File: src/rtl/fsm_ctx_pkg.sv
// Shared definitions for the time-multiplexed 6-state symbol FSM: state
// encodings, transition/output functions and a wrap-around index helper.
package fsm_ctx_pkg;

    typedef logic [2:0] fsm_state_t;

    localparam fsm_state_t S0 = 3'd0;
    localparam fsm_state_t S1 = 3'd1;
    localparam fsm_state_t S2 = 3'd2;
    localparam fsm_state_t S3 = 3'd3;
    localparam fsm_state_t S4 = 3'd4;
    localparam fsm_state_t S5 = 3'd5;

    localparam int BURST_CNT_W = 4;

    // Codes 6 and 7 are unreachable in normal operation but recover to S0.
    function automatic fsm_state_t fsm_next(input fsm_state_t st, input logic [1:0] sym);
        fsm_state_t nxt;
        nxt = S0;
        case (st)
            S0: case (sym) 2'd0: nxt = S0; 2'd1: nxt = S1; 2'd2: nxt = S2; default: nxt = S3; endcase
            S1: case (sym) 2'd0: nxt = S0; 2'd1: nxt = S3; 2'd2: nxt = S1; default: nxt = S5; endcase
            S2: case (sym) 2'd0: nxt = S1; 2'd1: nxt = S3; 2'd2: nxt = S2; default: nxt = S4; endcase
            S3: case (sym) 2'd0: nxt = S1; 2'd1: nxt = S0; 2'd2: nxt = S4; default: nxt = S5; endcase
            S4: case (sym) 2'd0: nxt = S0; 2'd1: nxt = S1; 2'd2: nxt = S2; default: nxt = S5; endcase
            S5: case (sym) 2'd0: nxt = S1; 2'd1: nxt = S4; 2'd2: nxt = S0; default: nxt = S5; endcase
            default: nxt = S0;
        endcase
        return nxt;
    endfunction

    function automatic logic fsm_out(input fsm_state_t st);
        return (st == S0) || (st == S2) || (st == S4);
    endfunction

    function automatic int unsigned wrap_add(input int unsigned a, input int unsigned b,
                                             input int unsigned n);
        int unsigned s;
        s = a + b;
        return (s >= n) ? (s - n) : s;
    endfunction

endpackage

File: src/rtl/fsm_ctx_arbiter_arb.sv
// rr_lock_arbiter: round-robin requester selection with a burst lock that holds
// the grant until the datapath signals release or the locked request drops.
module rr_lock_arbiter
    import fsm_ctx_pkg::*;
#(
    parameter  int NUM_REQ = 4,
    localparam int IDW     = $clog2(NUM_REQ)
) (
    input  logic               clk,
    input  logic               reset,
    input  logic [NUM_REQ-1:0] i_req,
    input  logic               i_release,
    output logic [IDW-1:0]     o_gnt_idx,
    output logic               o_gnt_valid
);

    logic           r_locked;
    logic [IDW-1:0] r_lock_idx;
    logic [IDW-1:0] r_rr_ptr;
    logic [IDW-1:0] w_winner;
    logic [IDW-1:0] w_idx;
    logic           w_any;

    // NOTE: every variable driven here gets a default first so no latch is inferred.
    always_comb begin
        w_winner = r_rr_ptr;
        w_any    = 1'b0;
        w_idx    = '0;
        for (int k = 0; k < NUM_REQ; k++) begin
            w_idx = IDW'(wrap_add(32'(r_rr_ptr), k, NUM_REQ));
            if (!w_any && i_req[w_idx]) begin
                w_any    = 1'b1;
                w_winner = w_idx;
            end
        end
    end

    assign o_gnt_idx   = r_locked ? r_lock_idx : w_winner;
    assign o_gnt_valid = r_locked | w_any;

    // NOTE: sequential state uses non-blocking assignments only.
    always_ff @(posedge clk or posedge reset) begin
        if (reset) begin
            r_locked   <= 1'b0;
            r_lock_idx <= '0;
            r_rr_ptr   <= '0;
        end else if (r_locked) begin
            if (!i_req[r_lock_idx] || i_release) begin
                r_locked <= 1'b0;
                r_rr_ptr <= IDW'(wrap_add(32'(r_lock_idx), 1, NUM_REQ));
            end
        end else if (w_any) begin
            // A single-symbol burst releases in the same cycle it is granted.
            if (i_release) begin
                r_rr_ptr <= IDW'(wrap_add(32'(w_winner), 1, NUM_REQ));
            end else begin
                r_locked   <= 1'b1;
                r_lock_idx <= w_winner;
            end
        end
    end

endmodule

File: src/rtl/fsm_ctx_arbiter.sv
// Shares one symbol FSM among NUM_REQ streams, each with a private state context.
// Optional per-requester accept counters are enabled with FSM_CTX_ARB_STATS_EN.
module fsm_ctx_arbiter
    import fsm_ctx_pkg::*;
#(
    parameter  int NUM_REQ   = 4,
    parameter  int BURST_MAX = 4,
    localparam int IDW       = $clog2(NUM_REQ)
) (
    input  logic                 clk,
    input  logic                 reset,
    input  logic [NUM_REQ-1:0]   i_req_valid,
    input  logic [2*NUM_REQ-1:0] i_req_sym,
    input  logic [NUM_REQ-1:0]   i_req_last,
    output logic [NUM_REQ-1:0]   o_req_ready,
    input  logic [NUM_REQ-1:0]   i_ctx_clear,
    output logic                 o_rsp_valid,
    output logic [IDW-1:0]       o_rsp_id,
    output logic [2:0]           o_rsp_state,
    output logic                 o_rsp_out
`ifdef FSM_CTX_ARB_STATS_EN
    ,
    input  logic [IDW-1:0]       i_stats_sel,
    output logic [15:0]          o_stats_cnt
`endif
);

    fsm_state_t             r_ctx [NUM_REQ];
    logic [BURST_CNT_W-1:0] r_burst_cnt;
    logic                   r_rsp_valid;
    logic [IDW-1:0]         r_rsp_id;
    fsm_state_t             r_rsp_state;
    logic                   r_rsp_out;

    logic [NUM_REQ-1:0]     w_req_eligible;
    logic [IDW-1:0]         w_gnt_idx;
    logic                   w_gnt_valid;
    logic                   w_accept;
    logic                   w_release;
    logic [1:0]             w_sym;
    fsm_state_t             w_ctx_next;

    // A pending clear masks the request so it can neither win nor hold a grant.
    assign w_req_eligible = i_req_valid & ~i_ctx_clear;

    rr_lock_arbiter #(
        .NUM_REQ (NUM_REQ)
    ) u_arb (
        .clk         (clk),
        .reset       (reset),
        .i_req       (w_req_eligible),
        .i_release   (w_release),
        .o_gnt_idx   (w_gnt_idx),
        .o_gnt_valid (w_gnt_valid)
    );

    assign w_accept   = w_gnt_valid & w_req_eligible[w_gnt_idx];
    assign w_sym      = i_req_sym[{w_gnt_idx, 1'b0} +: 2];
    assign w_ctx_next = fsm_next(r_ctx[w_gnt_idx], w_sym);
    assign w_release  = w_accept &
                        (i_req_last[w_gnt_idx] ||
                         (r_burst_cnt == BURST_CNT_W'(BURST_MAX - 1)));

    always_comb begin
        o_req_ready = '0;
        if (w_accept) o_req_ready[w_gnt_idx] = 1'b1;
    end

    // A granted cycle without accept is always a lock release, so the count restarts.
    always_ff @(posedge clk or posedge reset) begin
        if (reset) begin
            r_burst_cnt <= '0;
        end else if (w_accept) begin
            r_burst_cnt <= w_release ? '0 : r_burst_cnt + 1'b1;
        end else if (w_gnt_valid) begin
            r_burst_cnt <= '0;
        end
    end

    // NOTE: the context array is reset because every stream must start in S0.
    always_ff @(posedge clk or posedge reset) begin
        if (reset) begin
            for (int i = 0; i < NUM_REQ; i++) r_ctx[i] <= S0;
        end else begin
            for (int i = 0; i < NUM_REQ; i++) begin
                if (i_ctx_clear[i]) begin
                    r_ctx[i] <= S0;
                end else if (w_accept && (w_gnt_idx == IDW'(i))) begin
                    r_ctx[i] <= w_ctx_next;
                end
            end
        end
    end

    always_ff @(posedge clk or posedge reset) begin
        if (reset) begin
            r_rsp_valid <= 1'b0;
            r_rsp_id    <= '0;
            r_rsp_state <= S0;
            r_rsp_out   <= 1'b0;
        end else begin
            r_rsp_valid <= w_accept;
            if (w_accept) begin
                r_rsp_id    <= w_gnt_idx;
                r_rsp_state <= w_ctx_next;
                r_rsp_out   <= fsm_out(w_ctx_next);
            end
        end
    end

    assign o_rsp_valid = r_rsp_valid;
    assign o_rsp_id    = r_rsp_id;
    assign o_rsp_state = r_rsp_state;
    assign o_rsp_out   = r_rsp_out;

`ifdef FSM_CTX_ARB_STATS_EN
    logic [15:0] r_stats_cnt [NUM_REQ];

    always_ff @(posedge clk or posedge reset) begin
        if (reset) begin
            for (int i = 0; i < NUM_REQ; i++) r_stats_cnt[i] <= '0;
        end else begin
            for (int i = 0; i < NUM_REQ; i++) begin
                if (i_ctx_clear[i]) begin
                    r_stats_cnt[i] <= '0;
                end else if (w_accept && (w_gnt_idx == IDW'(i)) &&
                             (r_stats_cnt[i] != 16'hFFFF)) begin
                    r_stats_cnt[i] <= r_stats_cnt[i] + 16'd1;
                end
            end
        end
    end

    assign o_stats_cnt = r_stats_cnt[i_stats_sel];
`endif

endmodule

File: config.mk
export PLATFORM = sky130hd
export DESIGN_NAME = fsm_ctx_arbiter
export DESIGN_NICKNAME = d
export VERILOG_FILES = /design/src/rtl/fsm_ctx_pkg.sv /design/src/rtl/fsm_ctx_arbiter_arb.sv /design/src/rtl/fsm_ctx_arbiter.sv
export SDC_FILE = /design/constraint.sdc
export NUM_CORES = 1
export LEC_CHECK = 0
export ABC_AREA = 1
export CAP_MARGIN = 40
export CORE_ASPECT_RATIO = 1.4
export CORE_MARGIN = 2
export CORE_UTILIZATION = 50
export CTS_CLUSTER_DIAMETER = 50
export CTS_CLUSTER_SIZE = 40
export DETAILED_ROUTE_END_ITERATION = 7
export PLACE_DENSITY = 0.79
export SYNTH_ARGS = -nofsm -noshare
export SYNTH_HDL_FRONTEND = slang
export SYNTH_SLANG_ARGS = --single-unit
File: constraint.sdc
create_clock -name clk -period 3.86 [get_ports clk]
set_input_delay 0.772 -clock clk [delete_from_list [all_inputs] [get_ports clk]]
set_output_delay 0.772 -clock clk [all_outputs]
set_load 0.005 [all_outputs]
**Word level (Yosys, flattened, before mapping)**

Cells that the tools add are included.

- Add/sub/neg operators: 12
- $lt $le $gt $ge: 14
- Equality and inequality tests: 14
- Shifts and indexed selects: 1
- Multiplexer cells: 61
- Bitwise operators: 8
- Reduce and logical (&&, ||, !) cells: 29

Operators by type and width:

| cell | count |
|---|---|
| 3-bit case mux with 3 select lines | 5 |
| 2-bit 2-to-1 mux | 15 |
| 3-bit 2-to-1 mux | 10 |
| 3-bit >= comparator (second input constant) | 6 |
| 2-bit by 3-bit less-than comparator with 1-bit output (second input constant) | 6 |
| 3-bit case mux with 6 select lines | 1 |
| 1-bit 2-to-1 mux | 16 |
| 4-bit 2-to-1 mux | 4 |
| 1-bit binary-select mux with 2-bit select | 7 |
| 2-bit nonzero test | 7 |
| 2-bit by 1-bit subtractor with 2-bit output (second input constant) | 6 |
| 2-bit by 1-bit adder with 3-bit output (second input constant) | 3 |
| 3-bit by 2-bit equality test with 1-bit output (second input constant) | 3 |
| 3-bit equality test (second input constant) | 3 |
| 1-bit logical AND | 8 |
| 8-bit by 4-bit indexed part select with 2-bit output | 1 |
| 2-bit by 2-bit adder with 3-bit output (second input constant) | 2 |
| 3-bit binary-select mux with 2-bit select | 1 |
| 2-bit equality test (second input constant) | 3 |
| 3-bit zero test | 2 |
| 2-bit case mux with 3 select lines | 1 |
| 3-bit AND reduction | 2 |
| 4-bit by 1-bit adder with 4-bit output (second input constant) | 1 |
| 4-bit bitwise AND | 1 |
| other kinds (15) | 25 |

- Register bits: 28
- Input bits: 22
- Word-level logic and storage cells: 151

**Depth between registers and ports, before layout**

Gate-level depths: netlist of the first run.

- Word-level depth: 24
- Depth in mapped cells: 27

**Cells and area by module**

A second synthesis of the first run with hierarchy kept.

- Cell total of the unflattened synthesis: 336
- Area, all modules: 2264.7 µm²

Modules (own cells, without submodules):

| module | times used | cells an instance | area an instance (µm²) | sequential area each (µm²) |
|---|---|---|---|---|
| fsm_ctx_arbiter | 1 | 220 | 1561.5 | 575.6 |
| rr_lock_arbiter | 1 | 116 | 703.2 | 125.1 |

**Least setup slack after synthesis of the first run**

No wires, ideal clock.

- Path type: input port to flip-flop
- Start: in i_ctx_clear[0]
- End: reg r_ctx[10] (netlist bit)
- Setup time: 126 ps
- Data arrival time: 3221 ps
- Path slack: 513 ps
- Cell stages on the path: 24
- Cells stage by stage: inv_1 nand3_2 nand2_2 nand2_1 nand2_1 nand2_1 nand2_1 nand2_1 nand2_1 nand3_2 nand2_4 buf_6 mux2i_1 inv_1 o21ai_0 inv_1 ha_1 or2_2 nand2_1 nand2_1 nand2_1 nand3_1 nand2_1 o21ai_0

- Cells in the longest elaborated chain, start to end: 23
- Elaborated cells on any way between the ends: 53
- Classes of those cells: 7 x eq/ne; 1 x shift; 29 x mux; 5 x bitwise; 11 x reduce/logical

Ends and longest elaborated chain:

| element | line | RTL |
|---|---|---|
| from (decl) | fsm_ctx_arbiter.sv:16 | `input logic [NUM_REQ-1:0] i_ctx_clear,` |
| 4-bit inverter (*) | fsm_ctx_arbiter.sv:44 | `assign w_req_eligible = i_req_valid & ~i_ctx_clear;` |
| 4-bit bitwise AND (*) | fsm_ctx_arbiter.sv:44 |  |
| 1-bit binary-select mux with 2-bit select | fsm_ctx_arbiter_arb.sv:31 | `if (!w_any && i_req[w_idx]) begin` |
| 1-bit 2-to-1 mux (not written as such) | fsm_ctx_arbiter_arb.sv:31 |  |
| 1-bit 2-to-1 mux | fsm_ctx_arbiter_arb.sv:31 |  |
| 1-bit zero test | fsm_ctx_arbiter_arb.sv:31 |  |
| 1-bit logical AND | fsm_ctx_arbiter_arb.sv:31 |  |
| 1-bit 2-to-1 mux | fsm_ctx_arbiter_arb.sv:31 |  |
| 1-bit zero test | fsm_ctx_arbiter_arb.sv:31 |  |
| 1-bit logical AND | fsm_ctx_arbiter_arb.sv:31 |  |
| 1-bit 2-to-1 mux | fsm_ctx_arbiter_arb.sv:31 |  |
| 1-bit zero test | fsm_ctx_arbiter_arb.sv:31 |  |
| 1-bit logical AND | fsm_ctx_arbiter_arb.sv:31 |  |
| 2-bit 2-to-1 mux (*) | fsm_ctx_arbiter_arb.sv:31 |  |
| 2-bit 2-to-1 mux (*) | fsm_ctx_arbiter_arb.sv:38 | `assign o_gnt_idx = r_locked ? r_lock_idx : w_winner;` |
| named net u_arb.o_gnt_idx[0] | fsm_ctx_arbiter_arb.sv:13 | `output logic [IDW-1:0] o_gnt_idx,` |
| parallel branches: the longest is 8 deep, another holds 8-bit by 4-bit indexed part select with 2-bit output | -- |  |
| to (signal, indexed assignment) | fsm_ctx_arbiter.sv:89 | `r_ctx[i] <= w_ctx_next;` |
| to (decl) | fsm_ctx_arbiter.sv:28 | `fsm_state_t r_ctx [NUM_REQ];` |

Mark *: on every way through the listed nets, which the timed path passes. The select of a mux whose other input is x is not followed.
A chain may end at the register's enable or synchronous reset.

**Worst setup path in the final report of the first run**

- Start: in i_ctx_clear[3]
- End: out o_req_ready[0]

- Cells in the longest elaborated chain, start to end: 20
- Elaborated cells on any way between the ends: 35
- Classes of those cells: 2 x order compare; 22 x mux; 4 x bitwise; 7 x reduce/logical

Ends and longest elaborated chain:

| element | line | RTL |
|---|---|---|
| 4-bit inverter (*) | fsm_ctx_arbiter.sv:44 |  |
| 4-bit bitwise AND (*) | fsm_ctx_arbiter.sv:44 |  |
| 1-bit binary-select mux with 2-bit select | fsm_ctx_arbiter_arb.sv:31 |  |
| 1-bit 2-to-1 mux (not written as such) | fsm_ctx_arbiter_arb.sv:31 |  |
| 1-bit 2-to-1 mux | fsm_ctx_arbiter_arb.sv:31 |  |
| 1-bit zero test | fsm_ctx_arbiter_arb.sv:31 |  |
| 1-bit logical AND | fsm_ctx_arbiter_arb.sv:31 |  |
| 1-bit 2-to-1 mux | fsm_ctx_arbiter_arb.sv:31 |  |
| (+4 left out) | -- |  |
| 1-bit logical AND | fsm_ctx_arbiter_arb.sv:31 |  |
| 2-bit 2-to-1 mux | fsm_ctx_arbiter_arb.sv:31 |  |
| 2-bit 2-to-1 mux | fsm_ctx_arbiter_arb.sv:38 |  |
| 2-bit by 3-bit less-than comparator with 1-bit output (not written as such) / 2-bit by 1-bit >= comparator with 1-bit output (equally long branches) | fsm_ctx_arbiter.sv:66 | `if (w_accept) o_req_ready[w_gnt_idx] = 1'b1;` |
| 1-bit logical AND (not written as such) | fsm_ctx_arbiter.sv:66 |  |
| 1-bit 2-to-1 mux (not written as such) | fsm_ctx_arbiter.sv:66 |  |
| 1-bit demux with 2-bit select | fsm_ctx_arbiter.sv:66 |  |
| 4-bit 2-to-1 mux (*) | fsm_ctx_arbiter.sv:66 |  |
| to (decl) | fsm_ctx_arbiter.sv:15 | `output logic [NUM_REQ-1:0] o_req_ready,` |

Mark *: on every way between the ends. The rest lies on a longest branch, timed or not. The select of a mux whose other input is x is not followed.

==> out/results.tsv, run 1 <==
metric	value	unit
die area	5040	µm²
Top Ports	33	
Nets	430	
Via Count	2368	
CTS tree	yes	
dominant cell type by area after synthesis	dfrtp_1	
Final WS setup	95.7	ps
Syn Nets	348	
Seq cells post-synth	28	
num rows	28	
final setup fails	0	
Seq/Total Area, Yosys	31.3	%
final period utilization	97.5	%
Worst EP required	3090	ps
post-placement worst setup slack	-156	ps
ANT cells	0	
Max Cap Viol	0	
Buf/Inv on CP	5	
Placed Area	2930	µm²
Distinct cells, synth	26	
CP Launch Type	input pin	
share of the synthesized area in the top cell type	31.3	%
vias in the first global route	2350	
Final min period	3760	ps
final-report hold violation count	0	
CP max stage cell	clkdlybuf4s50_1	
classification of the worst setup path	in2out	
CP top delay family	simple AND/OR/NAND/NOR gates	
CTS clock-pin slew for the worst setup and hold paths	100	ps
CP max FO	6	
Pre-antenna DRT Iters	4	
antenna violations before repair	0	
layout cell share with drive strength beyond 1	32.7	%
routability cong.	0.915	
Post-DP HPWL	4810	µm
finished layout cell area	3130	µm²
Post-DRT Antenna Nets	0	
Via density	5.18	
most used cell, CP	nand3_2	
Layout fillers	342	
GRT overflow	0	
Synth warnings	0	
CTS Root Cell	clkbuf_8	
DIE WIDTH	60.6	µm
die height	83.2	µm
total wire length	6350	µm
Sink Count	28	
Fmax achieved	0.266	GHz
skew final	11.1	ps
first-pass GRT wire length	10300	µm
status	finished clean	
Worst Path Arrival	2990	ps
drt wl/cell	13.9	µm
DRC	0	
All-Layer GR Usage	26.5	%
core box area	4270	µm²
max_slew headroom	60.4	%
Initial Util	52.5	%
largest net degree at the start of global routing	22	
final hold slack	500	ps
area grow syn2layout	39.6	%
Synth Cell Area	2240	µm²
synthesized instance count	316	
1st-iter DRT viols	148	
fin. max-slew vios	0	
CP endpoint kind	output pin	
H-Tree Depth	1	
Worst-Margin Slew	595	ps
Synth Area per Inst	7.10	µm²
top cells by area, synth	dfrtp_1, nand2_1, nand3_1	
crit path cell chain	clkdlybuf4s50_1 > inv_2 > nand3_2 > nand3_2 > nand2_4 > nand2_1 > nor2_2 > nand3_2 > nand2_2 > nand2_2 > nand2_4 > buf_4 > ha_1 > inv_1 > nor2_1 > dlygate4sd2_1	
HP Class	reg2reg	
worst skew pair latency	280	ps
Num CTS Buffers	3	
PortBufs	32	
Clock Tree Buf Depth	2	
slowest cell delay on critical path	490	ps
[logic make-up after synthesis]
| family | share of synthesized area (%) |
|---|---|
| mux | 0.446 |
| buf+inv | 10.3 |
| simple gates | 44.6 |
| compound gates | 7.03 |
| flops | 31.2 |
| fa+ha+maj | 5.58 |
| xor+xnor | 0.781 |
[timing repair]
| action | CTS | global route |
|---|---|---|
| hold buffers | 0 | 0 |
| setup endpoints to repair | 4 | 9 |
| buffers inserted | 5 | 3 |
| gates resized for setup | 19 | 14 |
| hold endpoints to repair | 0 | 0 |
| pin swaps | 5 | 6 |
[area by class of cell]
type	instances	area, µm²	area share (%)
Timing Repair Buffer	83	733	23.4
Inverter	40	163	5.20
Multi-Input combinational cell	242	1390	44.3
Clock inverter	1	30.0	0.960
Tap cell	60	75.1	2.40
Sequential cell	28	701	22.4
Clock buffer	3	41.3	1.32
[synth_stat cells]
library cell	n
nand2_1	101
nand3_1	33
inv_1	31
dfrtp_1	28
nand2_2	19
nor2_1	14
nand3_2	13
o21ai_1	13
ha_1	10
o21ai_0	9
buf_6	6
inv_2	6
nor2_2	6
nand4_1	4
nor3_2	4
a21oi_1	3
nand2_4	3
or2_2	3
inv_4	2
xor2_1	2
a31oi_1	1
a32o_1	1
inv_8	1
mux2i_1	1
o21bai_1	1
o221ai_1	1
[cells in the final DEF, fill, tap and decap left out, types with 6 or more instances in the layout]
cell type | synthesis | final
nand2_1 | 101 | 95
buf_4 | 0 | 48
nand3_1 | 33 | 28
dfrtp_1 | 28 | 28
inv_1 | 31 | 27
clkdlybuf4s50_1 | 0 | 24
nand2_2 | 19 | 22
nand3_2 | 13 | 17
o21ai_1 | 13 | 14
nor2_1 | 14 | 11
inv_2 | 6 | 10
ha_1 | 10 | 10
nor2_2 | 6 | 8
o21ai_0 | 9 | 8
dlygate4sd2_1 | 0 | 7
nand2_4 | 3 | 6
[per-stage QoR]
stage | utilization (%) | cells | setup TNS (ps)
after floorplan | - | 316 | 0
final | 73.2 | 457 | 0
after global placement | 67.8 | 444 | -697
after detailed placement | 68.4 | 445 | -1350
after global routing | 73.2 | 457 | -306
after CTS | 71.6 | 454 | -62.6
[sequential cells by signal (all words and copies together), names as in the netlist]
signal	count
r_ctx	12
r_burst_cnt	4
o_rsp_state	3
o_rsp_id	2
u_arb.r_lock_idx	2
u_arb.r_rr_ptr	2
o_rsp_out	1
o_rsp_valid	1
u_arb.r_locked	1
[per-layer routing]
metal  wire length, µm  track usage [%]  up-vias
met3               180             3.12       16
met1              2410             29.3     1120
met2              3600             49.1       54
li1                  -                -     1178
met4               156             9.09        0
met5                 0                0        -
[worst reg2reg max path: stages (launching register included)]
cell,delay (ps)
dfrtp_1,730
nand3_2,200
nand2_1,120
nand2_1,60
nand2_1,90
nand3_2,90
nand3_1,120
nand2_1,60
nand2_1,90
nand3_1,90
nand2_2,110
buf_4,120
buf_4,100
buf_4,100
nand3_1,70
nand2_2,110
inv_2,50
ha_1,200
or2_2,310
nand2_1,80
nand2_1,50
nand2_1,100
nand3_4,110
nand2_1,100
o21ai_0,90
[worst paths after layout]
kind / start / to / slack (ps) / cells past startpoint
worst min-delay path: o_rsp_out / o_rsp_out / 500 / 2
worst min register to register: o_rsp_out / o_rsp_out / 500 / 2
worst max register to register: u_arb.r_rr_ptr[0] / r_ctx[1] / 380 / 24
max in group asynchronous: reset / r_ctx[11] / 2670 / 3
worst max-delay path: i_ctx_clear[3] / o_req_ready[0] / 100 / 16
min in group asynchronous: reset / r_burst_cnt[2] / 750 / 2
Power of run 1 is not shown: default switching activity piles up to over one toggle a cycle in this logic, so the estimate is an artifact.
==> inputs of run 2 (changes only) <==
--- a/config.mk
+++ b/config.mk
@@ -14,6 +14,7 @@
 export CTS_CLUSTER_SIZE = 40
 export DETAILED_ROUTE_END_ITERATION = 7
 export PLACE_DENSITY = 0.79
+export SETUP_SLACK_MARGIN = 0.4
 export SYNTH_ARGS = -nofsm -noshare
 export SYNTH_HDL_FRONTEND = slang
 export SYNTH_SLANG_ARGS = --single-unit
==> out/results.tsv, run 2 (synthesis results as in run 1) <==
metric	value	unit
status	finished clean	
met2 usage	49.1	%
core box area	4270	µm²
number of flip-flops in the largest register	12	
CTS Root Cell	clkbuf_8	
Nets	446	
total wire length	7920	µm
die height	83.2	µm
Post-DP HPWL	4810	µm
layout cell share with drive strength beyond 1	41.4	%
worst skew pair latency	280	ps
PortBufs	32	
Sink Count	28	
final setup fails	0	
Num CTS Buffers	3	
routability cong.	0.915	
Via Count	2615	
first-pass GRT wire length	10400	µm
register with the most flip-flops	r_ctx	
Final min period	3500	ps
die area	5040	µm²
GRT overflow	0	
Top Ports	33	
area of the multi-input gates	1500	µm²
Register Area	706	µm²
max_slew headroom	73.3	%
antenna violations before repair	0	
vias in the first global route	2422	
num rows	28	
global-route met1 utilization	29.6	%
skew final	13.6	ps
Via density	5.53	
DRC	0	
drt wl/cell	16.8	µm
leading cell type in the layout, fill and taps excluded	nand2_1	
Post-DRT Antenna Nets	0	
Pre-antenna DRT Iters	4	
Worst-Margin Slew	400	ps
Initial Util	52.5	%
classification of the worst setup path	in2out	
met3 usage	3.27	%
GR peak layer	met2	
final-report hold violation count	0	
Max Cap Viol	0	
Worst Path Arrival	2730	ps
RSZ-0062 raised after global routing	no	
CTS tree	yes	
1st-iter DRT viols	156	
post-placement worst setup slack	-156	ps
CP endpoint kind	output pin	
final period utilization	90.7	%
Layout fillers	288	
Final WS setup	357	ps
ANT cells	0	
All-Layer GR Usage	26.9	%
CTS clock-pin slew for the worst setup and hold paths	110	ps
DIE WIDTH	60.6	µm
Worst EP required	3090	ps
Clock Tree Buf Depth	2	
Fmax achieved	0.286	GHz
HP Class	reg2reg	
CTS Hold Bufs	0	
H-Tree Depth	1	
most frequent cells in the layout	nand2_1, buf_4, nand2_2	
area grow syn2layout	49.8	%
CP Launch Type	input pin	
largest net degree at the start of global routing	22	
fin. max-slew vios	0	
CP max FO	6	
-- run 2: cell type report --
cell class | count | share of cell area (%)
Clock buffer | 3 | 1.23
Tap cell | 60 | 2.24
Multi-Input combinational cell | 242 | 44.6
Clock inverter | 1 | 0.894
Timing Repair Buffer | 99 | 25.2
Sequential cell | 28 | 21.0
Inverter | 40 | 4.84
-- run 2: worst paths after layout --
path	start	end	slack (ps)	cells past startpoint
hold / removal	u_arb.r_lock_idx[1]	u_arb.r_lock_idx[1]	520	2
setup / recovery	i_ctx_clear[2]	o_req_ready[0]	360	18
hold reg to reg	u_arb.r_lock_idx[1]	u_arb.r_lock_idx[1]	520	2
max in group asynchronous	reset	r_ctx[8]	2640	3
min in group asynchronous	reset	r_burst_cnt[3]	770	2
setup reg to reg	u_arb.r_rr_ptr[0]	r_ctx[1]	500	21
-- run 2: through the flow --
step | util (%) | cells | TNS, ps | cell area [µm²] | hold slack (ps)
finish | 78.6 | 473 | 0 | 3360 | 515
global route | 78.6 | 473 | 0 | 3360 | 548
CTS | 72.3 | 457 | 0 | 3090 | 501
detailed placement | 68.4 | 445 | -1350 | 2930 | 472
global placement | 67.8 | 444 | -697 | 2900 | 473
floorplan | - | 316 | 0 | 2240 | 456
-- run 2: repair_timing --
item,in CTS,in global routing
buffers inserted,8,16
hold endpoints to repair,0,0
endpoints found under the setup margin,20,20
resized for setup,36,48
pin swaps,15,22
gates cloned,0,0
-- run 2: worst max-delay path: stages --
cell	delay [ps]
dlygate4sd2_1	250
inv_2	90
nand3_2	100
nand2_2	110
nand2_2	50
nand2_2	80
nand4_1	150
nand2_2	140
nand2_2	80
nand2_2	90
nand2_4	70
nand2_2	90
nand2_1	70
nand2_2	130
nand2_8	90
buf_4	140
nor2_1	70
buf_2	130
-- run 2: per-layer routing --
layer,vias to the layer above,share of wire (%)
li1,1202,-
met1,1255,35
met2,107,54
met3,51,4.5
met4,0,6.7
met5,-,0
Power of run 2 is left out for the same reason.
